[src/rtl/clk_ratio_monitor.sv]
// Monitors clk2f/clkf (sampled as data on clk8f) for half-period length and
// edge alignment, reporting lock, per-event error strobes and a saturating count.
module clk_ratio_monitor #(
  parameter int unsigned HALF_2F    = 2,
  parameter int unsigned HALF_F     = 4,
  parameter int unsigned LOCK_COUNT = 4,
  parameter int unsigned ERR_CNT_W  = 8
) (
  input  logic                 clk8f,
  input  logic                 reset,
  input  logic                 clk2f_in,
  input  logic                 clkf_in,
  output logic                 locked,
  output logic                 err_pulse,
  output logic [2:0]           err_code,
  output logic [ERR_CNT_W-1:0] err_count
);

  localparam int unsigned HALF_MAX = (HALF_2F > HALF_F) ? HALF_2F : HALF_F;
  localparam int unsigned LEN_W    = $clog2(HALF_MAX + 3);
  localparam int unsigned GOOD_W   = $clog2(LOCK_COUNT + 1);
  localparam logic [LEN_W-1:0]     LEN_MAX = '1;
  localparam logic [ERR_CNT_W-1:0] CNT_MAX = '1;

  typedef enum logic [1:0] {
    ST_ACQUIRE = 2'd0,
    ST_CHECK   = 2'd1,
    ST_LOCKED  = 2'd2
  } state_e;

  // bit 0 = clk2f channel, bit 1 = clkf channel
  logic [1:0]           s_q, s_d, prev_q, prev_d, armed_q, armed_d;
  logic [LEN_W-1:0]     len2_q, len2_d, lenf_q, lenf_d;
  state_e               state_q, state_d;
  logic [GOOD_W-1:0]    good_q, good_d;
  logic                 locked_q, locked_d, pulse_q, pulse_d;
  logic [2:0]           code_q, code_d;
  logic [ERR_CNT_W-1:0] count_q, count_d;

  logic [1:0] tog;
  logic       chk, per2, perf, phase, err;

  always_comb begin
    s_d      = {clkf_in, clk2f_in};
    prev_d   = s_q;
    tog      = s_q ^ prev_q;
    chk      = (state_q != ST_ACQUIRE);
    // A missed edge flags once at len==HALF; the late edge then flags again.
    per2     = chk && armed_q[0] &&
               (tog[0] ? (len2_q != LEN_W'(HALF_2F)) : (len2_q == LEN_W'(HALF_2F)));
    perf     = chk && armed_q[1] &&
               (tog[1] ? (lenf_q != LEN_W'(HALF_F)) : (lenf_q == LEN_W'(HALF_F)));
    phase    = chk && armed_q[1] && tog[1] && !tog[0];
    err      = per2 || perf || phase;

    len2_d   = tog[0] ? LEN_W'(1) : ((len2_q == LEN_MAX) ? len2_q : len2_q + LEN_W'(1));
    lenf_d   = tog[1] ? LEN_W'(1) : ((lenf_q == LEN_MAX) ? lenf_q : lenf_q + LEN_W'(1));
    armed_d  = armed_q | tog;

    state_d  = state_q;
    good_d   = good_q;
    unique case (state_q)
      ST_ACQUIRE: begin
        if (&armed_q) begin
          state_d = ST_CHECK;
          good_d  = '0;
        end
      end
      ST_CHECK: begin
        if (err) begin
          good_d = '0;
        end else if (tog[1]) begin
          good_d = good_q + GOOD_W'(1);
          if (good_q == GOOD_W'(LOCK_COUNT - 1)) state_d = ST_LOCKED;
        end
      end
      ST_LOCKED: begin
        if (err) begin
          state_d = ST_CHECK;
          good_d  = '0;
        end
      end
      default: begin
        state_d = ST_ACQUIRE;
        good_d  = '0;
      end
    endcase

    pulse_d  = err;
    code_d   = {phase, perf, per2};
    count_d  = (err && (count_q != CNT_MAX)) ? count_q + ERR_CNT_W'(1) : count_q;
    locked_d = (state_d == ST_LOCKED);
  end

  // Input sampling keeps running through reset so release never sees a false edge.
  always_ff @(posedge clk8f) begin
    s_q    <= s_d;
    prev_q <= prev_d;
    if (reset) begin
      armed_q  <= '0;
      len2_q   <= '0;
      lenf_q   <= '0;
      state_q  <= ST_ACQUIRE;
      good_q   <= '0;
      locked_q <= 1'b0;
      pulse_q  <= 1'b0;
      code_q   <= '0;
      count_q  <= '0;
    end else begin
      armed_q  <= armed_d;
      len2_q   <= len2_d;
      lenf_q   <= lenf_d;
      state_q  <= state_d;
      good_q   <= good_d;
      locked_q <= locked_d;
      pulse_q  <= pulse_d;
      code_q   <= code_d;
      count_q  <= count_d;
    end
  end

  assign locked    = locked_q;
  assign err_pulse = pulse_q;
  assign err_code  = code_q;
  assign err_count = count_q;

endmodule

[config.mk]
export PLATFORM = sky130hd
export DESIGN_NAME = clk_ratio_monitor
export DESIGN_NICKNAME = d
export VERILOG_FILES = /design/src/rtl/clk_ratio_monitor.sv
export SDC_FILE = /design/constraint.sdc
export NUM_CORES = 1
export LEC_CHECK = 0
export ABC_AREA = 1
export BUFFER_PORTS_ARGS = -buffer_cell sky130_fd_sc_hd__buf_2
export CAP_MARGIN = 30
export CORE_ASPECT_RATIO = 1.75
export CORE_UTILIZATION = 53
export CTS_CLUSTER_SIZE = 14
export DETAILED_ROUTE_END_ITERATION = 8
export GPL_TIMING_DRIVEN = 1
export PLACE_DENSITY = 0.81
export SKIP_LAST_GASP = 1
export SLEW_MARGIN = 20
export SYNTH_ARGS = -nofsm -noshare
export SYNTH_HDL_FRONTEND = slang
export SYNTH_SLANG_ARGS = --single-unit
[constraint.sdc]
create_clock -name clk8f -period 2 [get_ports clk8f]
set_clock_uncertainty 0.05 [all_clocks]
set_input_delay 0.2 -clock clk8f [delete_from_list [all_inputs] [get_ports clk8f]]
set_output_delay 0.2 -clock clk8f [all_outputs]
set_load 0.01 [all_outputs]
==> results of run 1 <==
## routing by layer
| layer | wire (um) | vias up |
|---|---|---|
| met5 | 0 | - |
| met4 | 143 | 0 |
| met3 | 99 | 13 |
| met2 | 1620 | 27 |
| met1 | 1028 | 559 |
| li1 | - | 630 |
## metrics by stage
stage	power, W	cells	hold WS, ps
5_1_grt	0.001408	234	242.9
4_1_cts	0.001355	234	226.7
2_1_floorplan	0.0008216	185	177.7
6_report	0.001343	234	235.0
3_5_place_dp	0.0008608	224	254.3
3_3_place_gp	0.0008481	224	251.8
## final cells by class
cell class / count / area (um2) / share of cell area (%)
Clock inverter: 1 / 5.005 / 0.2987
Tap cell: 26 / 32.53 / 1.942
Sequential cell: 30 / 600.6 / 35.85
Clock buffer: 7 / 86.33 / 5.153
Multi-Input combinational cell: 126 / 753.2 / 44.96
Timing Repair Buffer: 18 / 100.1 / 5.975
Inverter: 26 / 97.59 / 5.825
## registers in the layout (all words and copies together) (netlist names)
name       flops
armed_q        2
err_code       3
err_count      8
err_pulse      1
good_q         3
len2_q         3
lenf_q         3
locked         1
prev_d         2
prev_q         2
state_q        2
## power by group through the flow
stage | Combinational, W | Sequential, W | Clock, W
4_1_cts | 0.000191 | 0.000662 | 0.000503
3_5_place_dp | 0.000186 | 0.000675 | 0
2_1_floorplan | 0.000151 | 0.000670 | 0
3_3_place_gp | 0.000177 | 0.000671 | 0
5_1_grt | 0.000215 | 0.000666 | 0.000526
6_report | 0.000189 | 0.000661 | 0.000492
## kinds of logic after synthesis
family	count (synthesis)
xor+xnor	7
compound gates	20
mux	1
buf+inv	29
simple gates	89
flops	30
fa+ha+maj	9
## placed cells by master, fill, tap and decap left out, types with 5 or more instances in the layout
cell type / instances
a21oi_1: 10
buf_2: 16
clkbuf_8: 6
dfxtp_1: 30
ha_1: 9
inv_1: 23
nand2_1: 38
nand3_1: 12
nor2_1: 22
o21ai_0: 5
xor2_1: 6
## worst paths after layout
path                                    from           end  depth (start not counted)
worst max-delay path            err_count[0]  err_count[0]                          9
worst min register to register     prev_d[0]     prev_q[0]                          0
worst max register to register  err_count[0]  err_count[0]                          9
worst min-delay path                   reset   err_code[2]                          2
## repair_timing
item | 4_1_cts | 5_1_grt
hold buffers | 2 | 0
gates resized for setup | 0 | 0
endpoints found under the setup margin | 0 | 0
endpoints found under the hold margin | 2 | 0
==> out/metrics.cfg, run 1 <==
[status]
status = finished, final reports clean

[timing]
fin_tns_setup_ps = 0
setup_ws_ps = 305.6
max_freq_mhz = 590.2
drv_slew = 0
setup-violations-final = 0
rsz0062_at_grt = false
slew_headroom_pct = 78.27
period_minus_slack_ps = 1694
worst_pin_slew_ps = 322.5
finalHoldViolCount = 0
period_share_pct = 84.72

[synth]
syn_area_um2 = 1470
yosys.area_share.simple_pct = 31.15
yosys_warnings = 0
synth_edf_count = 0
syn_area_per_cell_um2 = 7.947
synth_fa_ha_area_share_pct = 7.660
synth-compound-area-share_pct = 7.574
synthMuxAreaShare_pct = 0.6809
synth.largest_area_cell = dfxtp_1
ys_types = 27
yosysSeqAreaShare_pct = 40.85
async_flop_share_pct = 0
synth_xor_area_share_pct = 4.170
yosysMostFrequentCell = nand2_1
ys_ff_latch = 30
netlist.area_leader.share_pct = 40.85
synth_ff_type = dfxtp_1
synth_cells = 185
synth_top_family_by_area = simple AND/OR/NAND/NOR gates
synth_nets = 198
ys_top_cells_by_count = nand2_1, dfxtp_1, inv_1
synth.area.top_cells = dfxtp_1, nand2_1, ha_1

[hold_path]
hold_path.class = in2reg

[setup_path]
rrSetupSlack_ps = 310
path_buf_inv = 1
path_cells = ha_1, nand2_1, nor3b_2, nand2_1, nand2_4, inv_2, nand2_1, nand2_1, nor2_1
path_common_cell = nand2_1
worst_path_largest_cell_delay_ps = 390
path_delay_family = simple AND/OR/NAND/NOR gates
crit_fanout = 7
cp-end-kind = register
start_kind = register
arrival_ps = 1860
cp_data_required_time_ps = 2160
worstSetupPathType = reg2reg
critPathSlowestCell = dfxtp_1

[routing]
drtAntennaViolNets = 0
initialDrtViolationCount = 31
via_per_inst = 5.252
remaining_drc_errors = 0
vias = 1229
first_pass_iters = 4
wl_per_cell_um = 12.35
wl_um = 2890

[job]
maxCapViolCount = 0

[clock_tree]
clock_latency_ps = 280
clock_path_buffers = 2
cts_sinks = 30
clkTransAtPathRegs_ps = 60
cts_tree = built
cts_setup_buffers = 0
clockRootBuffer = clkbuf_8
h-tree-depth = 2
cts_buffers = 5

[placed_design]
placed_cell_area_um2 = 1564
place.gp.congestion = 0.7785
dpl_worst_slack_ps = 326.1
port_buffers = 16
hpwl_um = 2184

[die]
start_util_pct = 57.60
core-area_um2 = 2552
die_h_um = 71.68
ios = 17
dieArea_um2 = 2997
rows = 24
die_x_um = 41.82

[pwr]
leakage_nw = 0.8259
p_sw_share_pct = 27.17
p_sw_w = 0.0003648
seqPwrFrac_pct = 49.3
clock_power_share_pct = 36.7
p_per_area_nw_per_um2 = 801.4
p_int_w = 0.0009778
ir_drop_uv = 536.6
comb_power_share_pct = 14.1

[grt]
grt_pass1_vias = 1182
grt_antenna_before_repair = 0
gr-usage-met1_pct = 17.62
grtUsageMet2_pct = 41.67
overflow = 0
gr-usage-met3_pct = 6.549
grt-busiest-layer = met2
grt_pass1_wl_um = 4850
grt_max_degree = 17
track_usage_pct = 21.84

[final_layout]
n_antenna_cell = 0
post-route-util_pct = 65.64
drive_gt1_share_pct = 18.75
areaGrowthSynthToFinish_pct = 13.96
post-route-cell-area_um2 = 1675
n_fill_cell = 228
fin_nets = 220

(Power assumes the default switching activity.)
==> inputs of run 2 (changes only) <==
Settings changed: CORE_UTILIZATION 53 to 51, PLACE_DENSITY 0.81 to 0.82.
Clock period 2 ns to 1.5 ns, I/O delays scaled along.
==> out/metrics.cfg, run 2 (same netlist as run 1, synthesis figures left out) <==
[clock_tree]
cts_tree = built
cts_buffers = 5
h-tree-depth = 2
cts_sinks = 30
clockRootBuffer = clkbuf_8
clock_latency_ps = 280
clock_path_buffers = 2
clkTransAtPathRegs_ps = 60

[die]
start_util_pct = 54.02
die_x_um = 42.59
rows = 25
die_h_um = 73.03
dieArea_um2 = 3110
core-area_um2 = 2721
ios = 17

[routing]
initialDrtViolationCount = 34
drtAntennaViolNets = 0
remaining_drc_errors = 0
vias = 1332
wl_per_cell_um = 12.66
wl_um = 3279
via_per_inst = 5.143
first_pass_iters = 4

[setup_path]
cp-end-kind = register
ff2ff_path_depth = 12
rrSetupSlack_ps = 20
start_kind = register
worst_r2r_endpoint = state_q[0]
crit_fanout = 6
cp_data_required_time_ps = 1670
arrival_ps = 1650
r2r-start = len2_q[0]
worstSetupPathType = reg2reg

[pwr]
p_sw_share_pct = 26.25
ir_drop_uv = 882.8
p_int_w = 0.001501
total_power_w = 0.002035
seqPwrFrac_pct = 43.5
p_per_area_nw_per_um2 = 1014
leakage_nw = 0.9613
p_sw_w = 0.0005342
clock_power_share_pct = 38.3
comb_power_share_pct = 18.2

[grt]
grt_pass1_vias = 1275
overflow = 0
grt_pass1_wl_um = 5223
grt_antenna_before_repair = 0
track_usage_pct = 22.72
grt_max_degree = 16

[timing]
rsz0062_at_grt = true
finalHoldViolCount = 0
period_minus_slack_ps = 1480
drv_slew = 0
setup-violations-final = 0
worst_pin_slew_ps = 366.8
slew_headroom_pct = 75.29
fin_tns_setup_ps = 0
period_share_pct = 98.66
max_freq_mhz = 675.7

[final_layout]
post-route-cell-area_um2 = 2006
n_antenna_cell = 0
fin_nets = 244
final_common_cell = nand2_1
largest_reg_flops = 8
post-route-util_pct = 73.70
stdcell_count = 259
most-common-layout-cells = nand2_1, buf_4, nor2_1, dfxtp_1, inv_1
areaGrowthSynthToFinish_pct = 36.43
drive_gt1_share_pct = 40.95

[placed_design]
port_buffers = 16
hpwl_um = 2151
place.gp.congestion = 0.8696
placed_cell_area_um2 = 1695
dpl.cell_count = 242

[hold_path]
hp-start = reset
min_to = err_count[7]
hold_path.class = in2reg
hold_depth = 3

[status]
status = finished, final reports clean

[job]
maxCapViolCount = 0

run 2: cell types whose count changed in the layout (fill, tap and decap cells not counted), moves of 5 or more:
cell	change
inv_2	+5
inv_1	-6
dfxtp_1	-8
buf_4	+23
nand2_2	+11
dfxtp_2	+8
nand2_1	-12
run 2: cell type report:
class	instances	area, um2
repair buffers	42	284.0
fillers	200	715.7
flip-flops and latches	30	610.6
inverters	26	100.1
multi-input cells	126	870.8
clock buffers	7	76.32
well taps	27	33.78
clock inverters	1	30.03
run 2: power groups by stage:
stage	Clock [W]	Combinational (W)	Sequential (W)
after floorplan	0	0.000202	0.000894
after global placement	0	0.000287	0.000888
after detailed placement	0	0.000298	0.000890
after CTS	0.000793	0.000333	0.000878
after global routing	0.000829	0.000415	0.000889
final	0.000779	0.000371	0.000885
run 2: routing by layer:
metal	up-vias	routed length, um	track usage (%)
met5	-	0	0
met4	0	69	13.19
met3	7	103	5.941
met2	20	1894	42.39
met1	623	1211	21.58
li1	682	-	-
run 2: through the flow:
step / setup WS (ps) / hold WS, ps
after floorplan: 13.12 / 127.7
after global placement: -28.81 / 201.9
after detailed placement: -67.79 / 205.2
after CTS: 1.058 / 204.7
after global routing: -69.57 / 223.9
final: 20.10 / 210.4
run 2: critical path: stages, from the launching register on:
cell,delay [ps]
dfxtp_2,340
inv_2,50
ha_4,150
nand2_2,80
inv_2,40
nand2_2,80
nand3_4,90
nand3_4,140
buf_6,150
nand2_1,50
nand3_1,60
nand2_1,50
nor2_1,80
run 2: worst max-delay path by stage:
stage | start | cells past startpoint | endpoint | slack, ps
6_report | len2_q[0] | 12 | state_q[0] | 20
5_1_grt | lenf_q[1] | 12 | good_q[1] | -70
4_1_cts | len2_q[0] | 11 | state_q[0] | 1
3_5_place_dp | lenf_q[0] | 12 | err_count[1] | -70
3_3_place_gp | lenf_q[0] | 12 | err_count[1] | -30
2_1_floorplan | err_count[0] | 8 | err_count[1] | 10
run 2: what timing repair did:
action | CTS | global route
gates resized for setup | 17 | 27
hold endpoints to repair | 2 | 0
pin swaps | 10 | 15
setup buffers | 3 | 4
hold buffers | 2 | 0
setup endpoints to repair | 13 | 13
==> inputs of run 3 (changes only) <==
Settings changed: CELL_PAD_IN_SITES_DETAIL_PLACEMENT set to 1, CELL_PAD_IN_SITES_GLOBAL_PLACEMENT set to 1, CORE_UTILIZATION 51 to 38, MAX_ROUTING_LAYER set to met4.
==> out/metrics.cfg, run 3 (same netlist as run 1, synthesis figures left out) <==
[die]
ios = 17
start_util_pct = 40.12
die_x_um = 49.02
core-area_um2 = 3665
rows = 29
dieArea_um2 = 4131
die_h_um = 84.28

[routing]
remaining_drc_errors = 0
drtAntennaViolNets = 0
first_pass_iters = 4
initialDrtViolationCount = 16
via_per_inst = 5.043
vias = 1412
wl_per_cell_um = 14.32
wl_um = 4010

[final_layout]
multiInputGateArea_um2 = 854.6
largest_reg_flops = 8
seqCellArea_um2 = 610.6
n_antenna_cell = 0
final_common_cell = nand2_1
fin_nets = 246
post-route-util_pct = 54.63
most-common-layout-cells = nand2_1, buf_4, dfxtp_1, inv_1, nor2_1
drive_gt1_share_pct = 41.03
n_fill_cell = 461
areaGrowthSynthToFinish_pct = 36.17

[timing]
drv_slew = 0
rsz0062_at_grt = true
slew_headroom_pct = 74.51
setup-violations-final = 3
setup_ws_ps = -26.66
worst_pin_slew_ps = 379.8
period_share_pct = 101.8
max_freq_mhz = 655.0
finalHoldViolCount = 0
period_minus_slack_ps = 1527

[pwr]
total_power_w = 0.001929
ir_drop_uv = 960.7
leakage_nw = 1.000
p_per_area_nw_per_um2 = 963.3

[clock_tree]
cts_sinks = 30
clockRootBuffer = clkbuf_8
clock_path_buffers = 2
clkTransAtPathRegs_ps = 70
cts_tree = built
cts_buffers = 5
h-tree-depth = 2
clock_latency_ps = 280

[grt]
grt_max_degree = 16
overflow = 0
grt_antenna_before_repair = 0
track_usage_pct = 21.96
grt_pass1_wl_um = 6617
grt_pass1_vias = 1495

[setup_path]
cp-end-kind = register
cp_data_required_time_ps = 1620
crit_fanout = 5
arrival_ps = 1650
worstSetupPathType = reg2reg
start_kind = register

[placed_design]
port_buffers = 16
place.gp.congestion = 0.7976
hpwl_um = 2616

[hold_path]
hold_path.class = in2reg

[status]
status = complete, but fails checks
violations = setup timing

[job]
maxCapViolCount = 0

run 3: cell count changes in the layout (fill, tap and decap cells not counted), sizes merged:
| cell | previous run | this run |
|---|---|---|
| buf | 40 | 41 |
| nand3 | 15 | 16 |
| bufinv | 1 | 0 |
| clkinv | 1 | 2 |
run 3: path summary, 6_finish.rpt:
| check | cells past startpoint | to | slack [ps] | start |
|---|---|---|---|---|
| max | 11 | good_q[2] | -30 | lenf_q[1] |
| min | 3 | err_count[5] | 210 | reset |
| max reg2reg | 11 | good_q[2] | -30 | lenf_q[1] |
| min reg2reg | 0 | prev_q[0] | 310 | prev_d[0] |
run 3: cell type report:
class / count / area share, %
clock buffers: 7 / 4.313
clock inverters: 1 / 0.2500
inverters: 26 / 5.000
multi-input cells: 127 / 42.69
flip-flops and latches: 30 / 30.50
well taps: 46 / 2.875
repair buffers: 43 / 14.37
run 3: per-layer routing:
| metal | share of wire (%) | global-route usage [%] | wire length, um | up-vias |
|---|---|---|---|---|
| li1 | - | - | - | 689 |
| met1 | 36 | 20.00 | 1445 | 673 |
| met2 | 57 | 40.66 | 2276 | 34 |
| met3 | 2.3 | 3.804 | 92 | 16 |
| met4 | 4.9 | 13.90 | 196 | 0 |
| met5 | 0 | - | 0 | - |
run 3: worst max-delay path, cell delays in order, from the launching register on:
cell	delay, ps
dfxtp_2	330
inv_2	50
ha_4	150
nand2_4	60
inv_2	40
nand3_2	60
nand2_2	60
nand2_4	100
nand4_1	170
buf_4	180
a21oi_2	100
nor2_1	60
run 3: what timing repair did:
| item | in CTS | in global routing |
|---|---|---|
| endpoints found under the setup margin | 15 | 15 |
| hold buffers | 2 | 0 |
| pin swaps | 11 | 9 |
| buffers inserted | 5 | 2 |
| cloned | 1 | 0 |
| gates resized for setup | 18 | 19 |
| endpoints found under the hold margin | 2 | 0 |
run 3: through the flow:
step	cells	worst slack [ps]	instance area (um2)	hold slack [ps]	setup TNS (ps)
floorplan	185	13.12	1473	127.7	0
global placement	262	-75.33	1727	202.1	-360.6
detailed placement	262	-146.3	1727	204.5	-1479
CTS	278	-3.096	1943	223.0	-3.096
global route	280	-119.1	2002	228.3	-1131
finish	280	-26.66	2002	214.3	-44.40
run 3: where the power goes:
part / switching (W) / total (W) / internal [W]
combinational: 0.000225 / 0.000382 / 0.000156
sequential: 0.0000346 / 0.000880 / 0.000846
clock: 0.000297 / 0.000667 / 0.000369
total: 0.000557 / 0.00193 / 0.00137
